<file path="src/rtl/key_bounce_gen_if.sv">
// Request/response bundle for the contact-bounce generator: start/level in, bouncy line and status out.
// master drives the request side, slave is the generator itself.
interface key_bounce_gen_if;
    logic       start;
    logic       level;
    logic       outv;
    logic       busy;
    logic       done;
    logic [7:0] edge_cnt;

    modport master (
        output start,
        output level,
        input  outv,
        input  busy,
        input  done,
        input  edge_cnt
    );

    modport slave (
        input  start,
        input  level,
        output outv,
        output busy,
        output done,
        output edge_cnt
    );
endinterface

</file>
<file path="src/rtl/key_bounce_gen.sv">
// Emulates a bouncing mechanical contact: toggles outv BOUNCE_EDGES times at LFSR-randomised gaps, then settles at the target level.
// Busy from the cycle after an accepted start until a one-cycle done; no backpressure, starts while busy are dropped.
module key_bounce_gen #(
    parameter int unsigned    BOUNCE_EDGES  = 6,
    parameter int unsigned    MIN_GAP       = 1,
    parameter logic [7:0]     GAP_MASK      = 8'h1F,
    parameter int unsigned    SETTLE_CYCLES = 20,
    parameter logic [15:0]    SEED          = 16'hACE1
) (
    input  logic              clk,
    input  logic              rstv,
    key_bounce_gen_if.slave   bus
);

    localparam logic [1:0]  S_IDLE   = 2'd0;
    localparam logic [1:0]  S_BOUNCE = 2'd1;
    localparam logic [1:0]  S_SETTLE = 2'd2;

    localparam logic [15:0] LFSR_INIT = (SEED == 16'h0000) ? 16'h0001 : SEED;
    localparam logic [7:0]  EDGES8    = BOUNCE_EDGES[7:0];
    localparam logic [8:0]  MIN_GAP9  = {1'b0, MIN_GAP[7:0]};
    localparam logic [15:0] SETTLE16  = SETTLE_CYCLES[15:0];

    logic [1:0]  state_q,  state_d;
    logic [15:0] lfsr_q,   lfsr_d;
    logic        outv_q,   outv_d;
    logic        busy_q,   busy_d;
    logic        done_q,   done_d;
    logic [7:0]  cnt_q,    cnt_d;
    logic        tgt_q,    tgt_d;
    logic [7:0]  bcnt_q,   bcnt_d;
    logic [8:0]  gap_q,    gap_d;
    logic [15:0] hold_q,   hold_d;

    logic [8:0]  gap_val;
    logic [7:0]  cnt_inc;
    logic        lfsr_fb;

    // Taps 16,14,13,11 map to bits 15,13,12,10 of a left-shifting register.
    assign lfsr_fb = lfsr_q[15] ^ lfsr_q[13] ^ lfsr_q[12] ^ lfsr_q[10];
    assign gap_val = MIN_GAP9 + {1'b0, lfsr_q[7:0] & GAP_MASK};
    assign cnt_inc = (cnt_q == 8'hFF) ? cnt_q : cnt_q + 8'd1;

    always_comb begin
        state_d = state_q;
        lfsr_d  = {lfsr_q[14:0], lfsr_fb};
        outv_d  = outv_q;
        busy_d  = busy_q;
        done_d  = 1'b0;
        cnt_d   = cnt_q;
        tgt_d   = tgt_q;
        bcnt_d  = bcnt_q;
        gap_d   = gap_q;
        hold_d  = hold_q;

        case (state_q)
            S_IDLE: begin
                if (bus.start) begin
                    tgt_d  = bus.level;
                    cnt_d  = 8'd0;
                    busy_d = 1'b1;
                    if ((EDGES8 != 8'd0) || (bus.level != outv_q)) begin
                        gap_d   = gap_val;
                        bcnt_d  = 8'd0;
                        state_d = S_BOUNCE;
                    end else begin
                        hold_d  = SETTLE16;
                        state_d = S_SETTLE;
                    end
                end
            end
            S_BOUNCE: begin
                // A gap of G loaded at edge e expires at edge e+G.
                if (gap_q <= 9'd1) begin
                    if (bcnt_q < EDGES8) begin
                        outv_d = ~outv_q;
                        cnt_d  = cnt_inc;
                        bcnt_d = bcnt_q + 8'd1;
                        gap_d  = gap_val;
                    end else begin
                        outv_d  = tgt_q;
                        if (tgt_q != outv_q) begin
                            cnt_d = cnt_inc;
                        end
                        hold_d  = SETTLE16;
                        state_d = S_SETTLE;
                    end
                end else begin
                    gap_d = gap_q - 9'd1;
                end
            end
            S_SETTLE: begin
                if (hold_q <= 16'd1) begin
                    done_d  = 1'b1;
                    busy_d  = 1'b0;
                    state_d = S_IDLE;
                end else begin
                    hold_d = hold_q - 16'd1;
                end
            end
            default: begin
                state_d = S_IDLE;
            end
        endcase
    end

    always_ff @(posedge clk or posedge rstv) begin
        if (rstv) begin
            state_q <= S_IDLE;
            lfsr_q  <= LFSR_INIT;
            outv_q  <= 1'b0;
            busy_q  <= 1'b0;
            done_q  <= 1'b0;
            cnt_q   <= 8'd0;
            tgt_q   <= 1'b0;
            bcnt_q  <= 8'd0;
            gap_q   <= 9'd0;
            hold_q  <= 16'd0;
        end else begin
            state_q <= state_d;
            lfsr_q  <= lfsr_d;
            outv_q  <= outv_d;
            busy_q  <= busy_d;
            done_q  <= done_d;
            cnt_q   <= cnt_d;
            tgt_q   <= tgt_d;
            bcnt_q  <= bcnt_d;
            gap_q   <= gap_d;
            hold_q  <= hold_d;
        end
    end

    assign bus.outv     = outv_q;
    assign bus.busy     = busy_q;
    assign bus.done     = done_q;
    assign bus.edge_cnt = cnt_q;

endmodule

</file>
<file path="src/flat_wrapper.sv">
// flat-port wrapper written by rule: the top's interface ports become plain ports
module key_bounce_gen_flat 
#(
    parameter int unsigned    BOUNCE_EDGES  = 6,
    parameter int unsigned    MIN_GAP       = 1,
    parameter logic [7:0]     GAP_MASK      = 8'h1F,
    parameter int unsigned    SETTLE_CYCLES = 20,
    parameter logic [15:0]    SEED          = 16'hACE1
)
  (clk, rstv, bus_start, bus_level, bus_outv, bus_busy, bus_done, bus_edge_cnt);
  key_bounce_gen_if bus_i ();
  input  logic clk;
  input  logic rstv;
  input wire logic [$bits(bus_i.start)-1:0] bus_start;
  input wire logic [$bits(bus_i.level)-1:0] bus_level;
  output wire logic [$bits(bus_i.outv)-1:0] bus_outv;
  output wire logic [$bits(bus_i.busy)-1:0] bus_busy;
  output wire logic [$bits(bus_i.done)-1:0] bus_done;
  output wire logic [$bits(bus_i.edge_cnt)-1:0] bus_edge_cnt;
  assign bus_i.start = bus_start;
  assign bus_i.level = bus_level;
  assign bus_outv = bus_i.outv;
  assign bus_busy = bus_i.busy;
  assign bus_done = bus_i.done;
  assign bus_edge_cnt = bus_i.edge_cnt;
  key_bounce_gen #(.BOUNCE_EDGES(BOUNCE_EDGES), .MIN_GAP(MIN_GAP), .GAP_MASK(GAP_MASK), .SETTLE_CYCLES(SETTLE_CYCLES), .SEED(SEED)) u_core (.clk(clk), .rstv(rstv), .bus(bus_i));
endmodule
</file>
<file path="config.mk">
export PLATFORM = sky130hd
export DESIGN_NAME = key_bounce_gen_flat
export DESIGN_NICKNAME = d
export VERILOG_FILES = /design/src/rtl/key_bounce_gen_if.sv /design/src/rtl/key_bounce_gen.sv /design/src/flat_wrapper.sv
export SDC_FILE = /design/constraint.sdc
export NUM_CORES = 1
export LEC_CHECK = 0
export ABC_AREA = 1
export BUFFER_PORTS_ARGS = -buffer_cell sky130_fd_sc_hd__buf_2
export CAP_MARGIN = 10
export CORE_UTILIZATION = 34
export DETAILED_ROUTE_END_ITERATION = 8
export GPL_ROUTABILITY_DRIVEN = 0
export GPL_TIMING_DRIVEN = 1
export REMOVE_ABC_BUFFERS = 1
export SLEW_MARGIN = 20
export SYNTH_ARGS = -nofsm -noshare
export SYNTH_HDL_FRONTEND = slang
export SYNTH_SLANG_ARGS = --single-unit
</file>
<file path="constraint.sdc">
create_clock -name clk -period 2.15 [get_ports clk]
set_input_delay 0.215 -clock clk [delete_from_list [all_inputs] [get_ports clk]]
set_output_delay 0.215 -clock clk [all_outputs]
set_load 0.05 [all_outputs]
</file>
# Yosys cells after proc, flatten, opt, wreduce, memory -nomap -nowiden
# Cells that the tools add are included.
# Widths: inputs -> output; s select.
[word_totals] reg_bits=63 output_inout_bits=11
[op_classes] n_eq_ne=12 magnitude_cmp=3 n_addsub=5 reduce_logical=12 bitwise_logic=4 muxes=28
[ops] cell="$mux 8" n=7
[ops] cell="$mux 16" n=3
[ops] cell="$pmux 16 s2" n=1
[ops] cell="$pmux 8 s2" n=2
[ops] cell="$mux 9" n=3
[ops] cell="$pmux 9 s2" n=1
[ops] cell="$add 8x1->8 const B" n=2
[ops] cell="$le 16x1->1 const B" n=1
[ops] cell="$reduce_and 4->1" n=4
[ops] cell="$sub 16x1->16 const B" n=1
[ops] cell="$le 9x1->1 const B" n=1
[ops] cell="$sub 9x1->9 const B" n=1
[ops] cell="$eq 8x8->1 const B" n=1
[ops] cell="$lt 8x3->1 const B" n=1
[ops] cell="$mux 2" n=4
[ops] cell="$add 1x5->6 const A" n=1
[ops] cell="$ne 2x1->1 const B" n=3
[ops] cell="$ne 2x2->1 const B" n=3
[ops] cell="$pmux 2 s3" n=1
[ops] cell="$reduce_and 3->1" n=2
[ops] cell="$reduce_bool 2->1" n=3
[ops] cell="$mux 1" n=5
[ops] cell="$reduce_and 2->1" n=2
[ops] cell="$ne 3x1->1 const B" n=1
[ops] cell="other kinds (8)" n=10

# Longest topological paths before layout
# Gate-level depths: netlist (run 1).
[logic_depth] word_depth=6 depth_mapped=11 depth_no_buf=10

# Worst setup path after synthesis (run 1)
# OpenSTA, ideal clock, no wires.
[synth_timing] path_kind="reg-to-reg" startpoint="reg u_core.cnt_q[0], in the netlist u_core.bus.edge_cnt[0]" endpoint="reg u_core.cnt_q[3], in the netlist u_core.bus.edge_cnt[3]" arrival_time_ns=1.648 slack_ns=0.436 required_time_ns=2.084 n_path_buf=0 path_stages_with_launch=10 path_cell_list="dfrtp_1 -> ha_1 -> nand3_1 -> nor2_1 -> nand2_1 -> nor2_1 -> nor2_1 -> nand3_2 -> nand2_1 -> nand2_1"
[synth_via] elab_chain_len=6
[synth_rtl] element="start: declaration" line="key_bounce_gen.sv:29" rtl="logic [7:0] cnt_q, cnt_d;"
[synth_rtl] element="start signal: assignment" line="key_bounce_gen.sv:125" rtl="cnt_q <= cnt_d;"
[synth_rtl] element="$add 8x1->8 or $eq 8x8->1 (tied branches)" line="key_bounce_gen.sv:42" rtl="assign cnt_inc = (cnt_q == 8'hFF) ? cnt_q : cnt_q + 8'd1;"
[synth_rtl] element="$mux 8 *" line="key_bounce_gen.sv:42"
[synth_rtl] element="$mux 8" line="key_bounce_gen.sv:82" rtl="if (tgt_q != outv_q) begin"
[synth_rtl] element="$mux 8 *" line="key_bounce_gen.sv:75" rtl="if (bcnt_q < EDGES8) begin"
[synth_rtl] element="$mux 8 *" line="key_bounce_gen.sv:74" rtl="if (gap_q <= 9'd1) begin"
[synth_rtl] element="$pmux 8 s2 *" line="key_bounce_gen.sv:56" rtl="case (state_q)"
# Every way passes the cells marked *; elsewhere a longest branch is shown, timed or not. The select of a mux whose other input is x is not followed.
# A chain may end at the register's enable or synchronous reset.

# Final worst setup path (run 1)
[layout_timing] startpoint="reg u_core.gap_q[1]" endpoint="reg u_core.hold_q[13]"
[layout_via] elab_chain_len=3
[layout_rtl] element="start: declaration" line="key_bounce_gen.sv:32" rtl="logic [8:0] gap_q, gap_d;"
[layout_rtl] element="start signal: assignment" line="key_bounce_gen.sv:128" rtl="gap_q <= gap_d;"
[layout_rtl] element="$le 9x1->1" line="key_bounce_gen.sv:74"
[layout_rtl] element="$ne 2x1->1 (no line)"
[layout_rtl] element="$reduce_and 4->1 (no line)"
[layout_rtl] element="end signal: assignment" line="key_bounce_gen.sv:129" rtl="hold_q <= hold_d;"
[layout_rtl] element="end: declaration" line="key_bounce_gen.sv:33" rtl="logic [15:0] hold_q, hold_d;"
# Every way passes these cells.

==> results of run 1 <==
[critical path, stage by stage, from the launching register on]
cell and delay [ns]:
dfrtp_1 0.40, inv_1 0.09, ha_1 0.18, nand2_1 0.06
nor2_1 0.13, nand2_2 0.10, nand3_4 0.25, nand3_4 0.26
nand2_1 0.13, nand2_1 0.06
[flip-flops by register name (all words and copies together) (netlist names)]
register             flops
u_core.bcnt_q            8
u_core.bus.busy          1
u_core.bus.done          1
u_core.bus.edge_cnt      8
u_core.bus.outv          1
u_core.gap_q             9
u_core.hold_q           16
u_core.lfsr_q           16
u_core.state_q           2
u_core.tgt_q             1
[per-stage QoR]
step / power (µW) / setup WS, ns / util / cells / area [µm²]
4_1_cts: 4940 / 0.372 / 0.397 / 637 / 3940
5_1_grt: 5380 / 0.153 / 0.397 / 637 / 3940
2_1_floorplan: 3500 / 0.378 / - / 469 / 3480
3_5_place_dp: 3990 / 0.399 / 0.378 / 620 / 3750
3_3_place_gp: 3950 / 0.427 / 0.378 / 620 / 3750
6_report: 4910 / 0.375 / 0.397 / 637 / 3940
[cells by family after synthesis]
kind of cell	Yosys count	share of synthesized area
DFF	63	0.448
adders and majority gates	7	0.0248
buffers and inverters	55	0.0665
xor gates and xnor gates	16	0.0396
and+or+nand+nor	321	0.396
AOI/OAI and AO/OA	13	0.0212
muxes	1	0.00318
[synth_stat cells, drive strengths merged]
library cell  count
inv              48
nand2           167
buf               6
nand3b            2
a21o              1
a21oi             4
mux2              1
nor2             83
or2               3
dfrtp            55
xnor2             5
nor3b             1
nand4             6
xor2             11
nand3            59
o21ai             5
ha                7
clkbuf            1
dfstp             8
o21bai            3
[cell type report]
class | instances | area [µm²]
clock inverters | 5 | 33.8
multi-input cells | 358 | 1720
well taps | 133 | 166
repair buffers | 19 | 110
flip-flops and latches | 63 | 1590
fillers | 1046 | 5970
inverters | 48 | 180
clock buffers | 11 | 141
[worst paths after layout]
path | startpoint | endpoint | slack, ns
worst max-delay path | u_core.gap_q[1]$_DFFE_PP0P_ | u_core.hold_q[13]$_DFFE_PP0P_ | 0.38
worst max register to register | u_core.gap_q[1]$_DFFE_PP0P_ | u_core.hold_q[13]$_DFFE_PP0P_ | 0.38
min in group asynchronous | rstv | u_core.hold_q[8]$_DFFE_PP0P_ | 0.42
worst min-delay path | bus_level | u_core.tgt_q$_DFFE_PP0P_ | 0.11
max in group asynchronous | rstv | u_core.gap_q[6]$_DFFE_PP0P_ | 1.02
worst min register to register | u_core.lfsr_q[14]$_DFF_PP0_ | u_core.lfsr_q[15]$_DFF_PP1_ | 0.35
[per-layer routing]
metal,global-route usage,part of all wire,up-vias
met3,0.0345,0.024,10
li1,-,-,1527
met2,0.229,0.45,33
met4,0.0439,0.011,0
met1,0.215,0.51,1422
met5,0,0,-
[power groups by stage]
stage | combinational [µW] | clock (µW) | sequential [µW]
after floorplan | 1640 | 0 | 1860
after global placement | 2160 | 0 | 1790
after detailed placement | 2190 | 0 | 1800
after CTS | 2210 | 956 | 1780
after global routing | 2550 | 1010 | 1820
final | 2200 | 926 | 1780
==> results.py, run 1 <==
metrics = {
    "status": {
        "run_status": "finished, final reports clean",
    },
    "synth": {
        "synth.area.top_cells": "dfrtp_1 (39%), nand2_1 (17%), nor2_1 (7.9%), nand3_1 (7.8%), dfstp_2 (5.9%)",
        "syn-instance-count": 476,
        "ys_seq_elements": 63,
        "yosysTopAreaCell": "dfrtp_1",
        "syn_area_per_cell_um2": 7.43,
        "synth_cell_types": 29,
        "yosysSeqAreaShare": 0.448,
        "synth_area_um2": 3540,
        "synth_top_area_frac": 0.389,
        "yosys_warnings": 0,
    },
    "worst_setup_path": {
        "criticalPathCategory": "reg -> reg",
        "worst-r2r-cell-count": 9,
        "cp.arrival_ns": 2.00,
        "end_kind": "register",
        "cp-start-kind": "register",
        "required_ns": 2.38,
        "cp_max_fo": 20,
    },
    "power": {
        "irDropWorstVdd_v": 0.000609,
        "p_int_uw": 2640,
        "p_seq_frac": 0.363,
        "p_comb_frac": 0.448,
        "p_leak_uw": 0.00205,
        "clkPwrFrac": 0.189,
        "swShare": 0.462,
        "power_density_nw_per_um2": 1250,
        "power.switching_uw": 2270,
    },
    "cells_and_area": {
        "synthToLayoutAreaGrowth_pct": 11.2,
        "final_common_cell": "nand2_1",
        "diodes": 0,
        "drive_gt1_frac": 0.147,
        "nets": 510,
        "final_cell_mix": "nand2_1 (160), nor2_1 (74), nand3_1 (55), dfrtp_1 (55), inv_1 (39)",
    },
    "global_route": {
        "antenna_found_initial": 0,
        "grt_overflow": 0,
        "grt_pass1_wl_um": 13400,
        "grt_pass1_vias": 2833,
        "track_usage": 0.151,
        "grt_max_degree": 27,
    },
    "floorplanning": {
        "dieArea_um2": 10800,
        "die_h_um": 104,
        "core_area_um2": 9910,
        "die_x_um": 104,
        "start_util": 0.357,
        "row_count": 36,
        "ios": 15,
    },
    "clocking": {
        "cts_hold_buf": 1,
        "clkSinkCount": 63,
        "cts_setup_buffers": 0,
        "cts-buffers-inserted": 9,
        "clk_path_buf_depth": 2,
        "cts_tree": "built",
        "cts_resized": 0,
        "cts.clk_slew.worst_paths_ns": 0.07,
        "htreeDepth": 3,
        "cts_root_buffer": "clkbuf_8",
        "clk_latency_ns": 0.34,
    },
    "timing": {
        "report.final.slew_viol_count": 0,
        "fmax_mhz": 563,
        "max_slew_margin": 0.696,
        "rsz0062_at_grt": "false",
        "setup_viol": 0,
        "fin_hold_ws_ns": 0.107,
        "fin_crit_ns": 1.77,
        "fin_tns_setup_ns": 0,
        "fin_skew_ns": 0.0125,
        "finalCritPeriodShare": 0.826,
        "tightest_slew_ns": 0.455,
        "hold_viol": 0,
    },
    "route": {
        "drtPass1Iterations": 4,
        "wl_per_cell_um": 11.9,
        "num_vias": 2992,
        "antenna_left": 0,
        "drc": 0,
        "wl_um": 7600,
        "vias_per_cell": 4.70,
        "drtIter0Drc": 170,
    },
    "worst_hold_path": {
        "hp-class": "in -> reg",
        "whs_path_depth": 2,
    },
    "place": {
        "io_buffers": 14,
        "hpwl_um": 5400,
    },
    "job": {
        "max_cap_violations": 0,
    },
}
Power figures use the tool's default switching activity.
==> run 2, diff against run 1 <==
Clock period 2.15 ns to 1.7 ns, I/O delays scaled along.
==> results.py, run 2 (synthesis gave the netlist of run 1 again) <==
metrics = {
    "status": {
        "run_status": "finished, final reports clean",
    },
    "global_route": {
        "track_usage": 0.154,
        "grt_max_degree": 36,
        "grt_pass1_vias": 2869,
        "grt_overflow": 0,
        "antenna_found_initial": 0,
        "grt_pass1_wl_um": 13500,
    },
    "timing": {
        "fin_crit_ns": 1.61,
        "setup_viol": 0,
        "hold_viol": 0,
        "fin_skew_ns": 0.0110,
        "max_slew_margin": 0.709,
        "finalCritPeriodShare": 0.945,
        "fmax_mhz": 622,
        "tightest_slew_ns": 0.437,
        "report.final.slew_viol_count": 0,
    },
    "worst_hold_path": {
        "hp-class": "in -> reg",
        "worstHoldStart": "bus_level",
    },
    "clocking": {
        "cts.clk_slew.worst_paths_ns": 0.08,
        "htreeDepth": 3,
        "cts-buffers-inserted": 9,
        "cts_root_buffer": "clkbuf_8",
        "clk_latency_ns": 0.34,
        "clk_path_buf_depth": 2,
        "cts_tree": "built",
        "cts_setup_buffers": 0,
        "clkSinkCount": 63,
    },
    "floorplanning": {
        "row_count": 36,
        "die_x_um": 104,
        "core_area_um2": 9910,
        "start_util": 0.357,
        "die_h_um": 104,
        "ios": 15,
        "dieArea_um2": 10800,
    },
    "power": {
        "clkPwrFrac": 0.185,
        "p_comb_frac": 0.468,
        "power.switching_uw": 3000,
        "power_density_nw_per_um2": 1590,
        "swShare": 0.461,
        "p_leak_uw": 0.00213,
        "irDropWorstVdd_v": 0.000551,
        "p_int_uw": 3510,
        "p_seq_frac": 0.346,
    },
    "route": {
        "antenna_left": 0,
        "drc": 0,
        "drtIter0Drc": 180,
        "num_vias": 3037,
        "vias_per_cell": 4.67,
        "wl_um": 7950,
        "drtPass1Iterations": 5,
        "wl_per_cell_um": 12.2,
    },
    "worst_setup_path": {
        "required_ns": 1.98,
        "criticalPathCategory": "reg -> reg",
        "cp-start-kind": "register",
        "reg2reg_from": "u_core.gap_q[1]$_DFFE_PP0P_",
        "cp_max_fo": 8,
        "critPathLaunch": "u_core.gap_q[1]$_DFFE_PP0P_",
        "cp.arrival_ns": 1.88,
        "end_kind": "register",
    },
    "place": {
        "place_area_um2": 3830,
        "hpwl_um": 5500,
        "io_buffers": 14,
    },
    "cells_and_area": {
        "final_cell_mix": "nand2_1 (158), nor2_1 (70), nand3_1 (55), dfrtp_1 (55), inv_1 (38)",
        "post-route-util": 0.414,
        "reg.largest.list": "u_core.hold_q: 16 flops, u_core.lfsr_q: 16 flops, u_core.gap_q: 9 flops",
        "synthToLayoutAreaGrowth_pct": 15.9,
        "fill_cells": 1021,
        "final_common_cell": "nand2_1",
        "diodes": 0,
        "design_area_um2": 4100,
        "drive_gt1_frac": 0.189,
        "nets": 524,
    },
    "job": {
        "max_cap_violations": 0,
    },
}
==> run 2: cell count changes in the layout (fill, tap and decap cells not counted), sizes merged <==
cell,previous run,this run
clkinvlp,2,1
clkinv,3,4
buf,18,29
nand3,59,62
inv,48,49
clkbuf,11,10
==> run 2: stage by stage <==
step / power (µW) / TNS, ns / worst slack, ns / cells / hold slack (ns)
after global placement: 5150 / 0 / 0.113 / 631 / 0.268
final: 6510 / 0 / 0.0934 / 651 / 0.0668
after global routing: 7160 / -0.372 / -0.0491 / 651 / 0.0507
after floorplan: 4430 / -1.71 / -0.0275 / 469 / 0.312
after CTS: 6420 / 0 / 0.0227 / 648 / 0.0599
after detailed placement: 5190 / 0 / 0.0491 / 631 / 0.275
==> run 2: layout make-up <==
type | instances | area (µm²) | area share
sequential | 63 | 1590 | 0.387
timing repair buffer | 30 | 193 | 0.0470
tap | 133 | 166 | 0.0406
multi-input combinational | 361 | 1790 | 0.437
clock buffer | 10 | 138 | 0.0335
inverter | 48 | 183 | 0.0445
clock inverter | 6 | 43.8 | 0.0107
==> run 2: path summary, 6_finish.rpt <==
kind                                                 end  slack (ns)  cells past startpoint
hold reg to reg               u_core.lfsr_q[9]$_DFF_PP0_        0.35                      0
min in group asynchronous   u_core.hold_q[8]$_DFFE_PP0P_        0.44                      4
setup reg to reg           u_core.hold_q[13]$_DFFE_PP0P_        0.09                     10
max in group asynchronous     u_core.lfsr_q[5]$_DFF_PP1_        0.89                      4
setup / recovery           u_core.hold_q[13]$_DFFE_PP0P_        0.09                     10
hold / removal                  u_core.tgt_q$_DFFE_PP0P_        0.07                      2
==> run 2: worst max-delay path: stages, from the launching register on <==
cell and delay (ns):
dfrtp_1 0.41, inv_1 0.09, ha_1 0.17, nand2_1 0.07, nor2_2 0.12, nand2_2 0.11
nand3_4 0.18, nand2_1 0.09, inv_2 0.13, nand3_1 0.10, nand2_1 0.07
==> run 2: power groups by stage <==
stage | sequential, µW | combinational [µW] | clock [µW]
after floorplan | 2350 | 2070 | 0
after global placement | 2250 | 2890 | 0
after detailed placement | 2250 | 2930 | 0
after CTS | 2240 | 2940 | 1250
after global routing | 2310 | 3530 | 1320
final | 2250 | 3050 | 1210
==> run 2: repair_timing <==
| item | CTS | global route |
|---|---|---|
| gates resized for setup | 0 | 13 |
| hold buffers | 1 | 0 |
| endpoints found under the hold margin | 55 | 0 |
| setup endpoints to repair | 0 | 29 |
==> run 2: layer usage <==
metal  GRT usage  part of all wire  vias up
met4      0.0500             0.018        0
met1       0.209              0.48     1397
met5           0                 0        -
li1            -                 -     1571
met3      0.0407             0.040       11
met2       0.240              0.46       58
